**src/rtl/mult_bin2bcd.sv**
```systemverilog
// Sequential double-dabble binary-to-BCD converter fed by the shift-add multiplier.
// A rising edge on i_init starts one conversion; o_done pulses when o_bcd_out/o_overflow update.
module mult_bin2bcd #(
    parameter int BIN_W  = 33,
    parameter int DIGITS = 10
) (
    input  logic                  clk,
    input  logic                  reset,
    input  logic                  i_init,
    input  logic [BIN_W-1:0]      i_bin_in,
    output logic                  o_busy,
    output logic                  o_done,
    output logic [4*DIGITS-1:0]   o_bcd_out,
    output logic                  o_overflow
);

    localparam int BCD_W = 4 * DIGITS;
    localparam int CNT_W = $clog2(BIN_W + 1);
    localparam logic [CNT_W-1:0] CNT_INIT = CNT_W'(BIN_W);

    typedef enum logic [2:0] {
        S_IDLE,
        S_LOAD,
        S_ADD3,
        S_SHIFT,
        S_DONE
    } state_t;

    state_t             r_state;
    logic               r_init_q;
    logic [CNT_W-1:0]   r_cnt;
    logic [BIN_W-1:0]   r_bin_sr;
    logic [BCD_W-1:0]   r_bcd_sr;
    logic               r_ovf_sticky;

    logic               w_start;
    logic [BCD_W-1:0]   w_bcd_add3;

    assign w_start = (r_state == S_IDLE) && i_init && !r_init_q;

    // Per-digit correction so the following left shift carries into the next decade.
    generate
        for (genvar gi = 0; gi < DIGITS; gi++) begin : g_add3
            assign w_bcd_add3[4*gi +: 4] = (r_bcd_sr[4*gi +: 4] >= 4'd5)
                                         ? r_bcd_sr[4*gi +: 4] + 4'd3
                                         : r_bcd_sr[4*gi +: 4];
        end
    endgenerate

    always_ff @(posedge clk or posedge reset) begin
        if (reset) begin
            r_state      <= S_IDLE;
            r_init_q     <= 1'b1;   // a level held through reset release must not start a run
            r_cnt        <= '0;
            r_bin_sr     <= '0;
            r_bcd_sr     <= '0;
            r_ovf_sticky <= 1'b0;
            o_busy       <= 1'b0;
            o_done       <= 1'b0;
            o_bcd_out    <= '0;
            o_overflow   <= 1'b0;
        end else begin
            r_init_q <= i_init;
            case (r_state)
                S_IDLE: begin
                    o_done <= 1'b0;
                    if (w_start) begin
                        r_state <= S_LOAD;
                        o_busy  <= 1'b1;
                    end
                end
                S_LOAD: begin
                    r_bin_sr     <= i_bin_in;
                    r_bcd_sr     <= '0;
                    r_ovf_sticky <= 1'b0;
                    r_cnt        <= CNT_INIT;
                    r_state      <= S_ADD3;
                end
                S_ADD3: begin
                    r_bcd_sr <= w_bcd_add3;
                    r_state  <= S_SHIFT;
                end
                S_SHIFT: begin
                    // The bit leaving the top digit is the carry past the last decade.
                    {r_bcd_sr, r_bin_sr} <= {r_bcd_sr[BCD_W-2:0], r_bin_sr, 1'b0};
                    r_ovf_sticky <= r_ovf_sticky | r_bcd_sr[BCD_W-1];
                    r_cnt        <= r_cnt - 1'b1;
                    r_state      <= (r_cnt == CNT_W'(1)) ? S_DONE : S_ADD3;
                end
                S_DONE: begin
                    o_bcd_out  <= r_bcd_sr;
                    o_overflow <= r_ovf_sticky;
                    o_done     <= 1'b1;
                    o_busy     <= 1'b0;
                    r_state    <= S_IDLE;
                end
                default: begin
                    r_state <= S_IDLE;
                    o_busy  <= 1'b0;
                    o_done  <= 1'b0;
                end
            endcase
        end
    end

endmodule

```
**config.mk**
```make
export PLATFORM = sky130hd
export DESIGN_NAME = mult_bin2bcd
export DESIGN_NICKNAME = d
export VERILOG_FILES = /design/src/rtl/mult_bin2bcd.sv
export SDC_FILE = /design/constraint.sdc
export NUM_CORES = 1
export LEC_CHECK = 0
export CAP_MARGIN = 10
export CORE_MARGIN = 5
export CORE_UTILIZATION = 51
export DETAILED_ROUTE_END_ITERATION = 8
export PLACE_DENSITY = 0.82
export SYNTH_ARGS = -nofsm -noshare
export SYNTH_HDL_FRONTEND = slang
export SYNTH_SLANG_ARGS = --single-unit
export TNS_END_PERCENT = 100
```
**constraint.sdc**
```tcl
create_clock -name clk -period 3.6 [get_ports clk]
set_clock_uncertainty 0.2 [all_clocks]
set_input_delay 0.36 -clock clk [delete_from_list [all_inputs] [get_ports clk]]
set_output_delay 0.36 -clock clk [all_outputs]
set_load 0.005 [all_outputs]
```
==> impl_metrics.json <==
{
  "ctsResizeCount": 0,
  "grt_pass1_vias": 5026,
  "endpoint": "r_bcd_sr[16]",
  "yosysSeqAreaShare": 0.490,
  "synth_top_area_frac": 0.486,
  "min_path_type": "input port to flip-flop",
  "slowest_stage": "buf_4",
  "cts_root_buffer": "clkbuf_16",
  "synth-edff-count": 0,
  "cts_tree": "built",
  "drc": 0,
  "crit_path_end_kind": "flip-flop",
  "setup_tns_ns": 0,
  "boundaryPins": 79,
  "yosys-top-cells-area": "dfrtp_1 49%, mux2_4 9.0%, o21ai_0 5.4%",
  "rsz0062_at_grt": "no",
  "antenna_found_initial": 0,
  "initial_core_util": 0.516,
  "ir_worst_vdd_mv": 0.425,
  "slew_headroom": 0.390,
  "p_leak_nw": 3.72,
  "cp_data_arrival_time_ns": 2.63,
  "crit_path_cell_trace": "buf_4 > nand2b_1 > buf_4 > o21ai_0 > o22ai_1",
  "max_cap_violations": 0,
  "grt_util_all_layers": 0.202,
  "reg2reg_slack_ns": 1.05,
  "cp_max_fo": 54,
  "cts_buffers": 17,
  "post-route-period-util": 0.707,
  "drtIter0Drc": 275,
  "critPathLaunch": "r_state[1]",
  "synth.largest_area_cell": "dfrtp_1",
  "grt-ovfl-total": 0,
  "postSynth.asyncResetShare": 1.00,
  "yosysWarnings": 0,
  "synthFlopType": "dfrtp_1",
  "cp.depth": 5,
  "criticalPathCategory": "flip-flop to flip-flop",
  "crit_family": "buffers and inverters",
  "syn2layout_area_growth_pct": 22.5,
  "p_per_area_nw_per_um2": 664,
  "reg2reg_to": "r_bcd_sr[16]",
  "status": "finished clean",
  "dpl.hpwl_um": 9380,
  "clock_sinks": 127,
  "cts_hold_buf": 0,
  "hold_viol": 0,
  "h-tree-depth": 4,
  "crit_top_cell": "buf_4",
  "critPathBufInv": 2,
  "synth_area_um2": 6480,
  "grt_pass1_wl_um": 23800,
  "fmax_mhz": 393,
  "fin_crit_ns": 2.55,
  "avgSynthCellArea_um2": 10.6,
  "wirelength_um": 14300,
  "vias": 4901,
  "synth_cell_types": 39,
  "ys_ff_latch": 127,
  "die_h_um": 123,
  "worstMarginPinSlew_ns": 0.915,
  "cpPeakStageDelay_ns": 0.58,
  "die_w_um": 123,
  "dr.pass1.iters": 5,
  "ff2ff_path_depth": 5,
  "fin_nets": 739,
  "clk_path_buf_depth": 2,
  "viasPerCell": 5.67,
  "finish.utilization": 0.632,
  "drv_slew": 0,
  "syn_inst": 613,
  "gp_congestion": 0.829,
  "avgRoutedWirePerCell_um": 16.6,
  "grt_start_max_net_pins": 73,
  "synth_nets": 671,
  "diodes": 0,
  "core-area_um2": 12600,
  "critPathLaunchType": "flip-flop",
  "final_antenna_net_count": 0,
  "path_clk_slew_ns": 0.05,
  "rows": 41,
  "worstReg2RegStart": "r_state[1]",
  "worst_ep_required_time_ns": 3.68,
  "postCtsSetupBuffers": 0,
  "io_buffers": 78,
  "final-setup-viol-count": 0,
  "layout-drive-gt1-share": 0.128,
  "clock_latency_ns": 0.42,
  "die_area_um2": 15100
}
-- cell type report --
type / instances / area (µm²)
clock buffer: 23 / 468
fill: 966 / 4620
sequential: 127 / 3180
timing repair buffer: 89 / 888
clock inverter: 8 / 90.1
inverter: 33 / 128
tap: 172 / 215
multi-input combinational: 413 / 2970
-- synth_stat cells (7+ instances only) --
cell,count
a21oi_1,35
a22oi_1,12
buf_2,16
clkbuf_1,17
dfrtp_1,126
ha_1,22
inv_1,33
mux2_4,39
mux2i_1,34
nand2_1,62
nand2b_1,13
nor2_1,29
nor4b_1,9
o211ai_1,13
o21ai_0,70
o31a_1,7
o32ai_1,12
-- metrics by stage --
step	setup WS [ns]	total power, mW	cells	hold WS [ns]	area (µm²)
floorplan	1.47	3.21	613	0.164	6490
global placement	1.16	3.51	834	0.255	7390
detailed placement	1.08	3.64	834	0.270	7390
CTS	1.07	5.31	865	0.157	7950
global route	0.857	5.64	865	0.166	7950
finish	1.05	5.28	865	0.170	7950
-- placed cells by master, fill, tap and decap left out, drive strengths merged, types with 2 or more instances in the layout --
cell type      netlist  final
dfrtp              126    126
clkdlybuf4s50        0     78
o21ai               70     70
nand2               62     62
mux2                42     42
a21oi               35     35
mux2i               34     34
inv                 33     32
nor2                29     29
clkbuf              17     23
ha                  22     22
o211ai              13     13
nand2b              13     13
a22oi               12     12
o32ai               12     12
buf                 23     11
nor4b                9      9
o31a                 7      7
nor3                 6      6
a31oi                6      6
clkinv               0      6
and2                 6      6
nand3                4      4
a21o                 4      4
nand4                3      3
o311ai               3      3
o22ai                3      3
or3                  3      3
a31o                 3      3
nor2b                2      2
a32oi                2      2
nand3b               2      2
a22o                 2      2
bufinv               0      2
-- cell families (layout without fill, tap and decap cells) --
logic type / Yosys count / in the layout / synth area share
AND/OR/NAND/NOR: 143 / 143 / 0.105
buffers and inverters: 73 / 153 / 0.0517
flip-flops: 127 / 127 / 0.490
AO/OA/AOI/OAI: 172 / 172 / 0.162
adder cells (fa/ha/maj): 22 / 22 / 0.0424
multiplexers: 76 / 76 / 0.148
-- per-layer routing --
metal	part of all wire	global-route usage	vias to the layer above
li1	-	-	2315
met1	0.42	0.250	2428
met2	0.50	0.329	130
met3	0.057	0.0590	28
met4	0.020	0.0854	0
met5	0	0	-
-- worst min-delay path by stage --
stage                       from           end  slack (ns)  cells after the start
detailed placement  r_bin_sr[27]  r_bin_sr[27]        0.27                      2
global route              i_init      r_init_q        0.17                      1
CTS                       i_init      r_init_q        0.16                      1
floorplan                 i_init      r_init_q        0.16                      0
finish                    i_init      r_init_q        0.17                      1
global placement     r_bin_sr[0]   r_bin_sr[0]        0.25                      2
-- state kept, by name, summed over array words and instances, names as in the netlist --
signal / count
r_cnt: 6
o_busy: 1
o_bcd_out: 40
r_bin_sr: 33
r_init_q: 1
r_ovf_sticky: 1
o_done: 1
r_state: 3
o_overflow: 1
r_bcd_sr: 40
-- power by group --
part	internal [mW]	total (mW)	switching, mW	leakage, nW
Clock	1.04	1.63	0.591	0.280
Sequential	1.73	2.04	0.310	1.72
Combinational	0.634	1.61	0.971	1.72
-- worst register-to-register path, stage by stage, from the launching register on --
cell      delay (ns)
dfrtp_2         0.35
buf_4           0.58
nand2b_1        0.56
buf_4           0.36
o21ai_0         0.23
o22ai_1         0.13
Note: power is estimated with default switching activity, not from simulation.
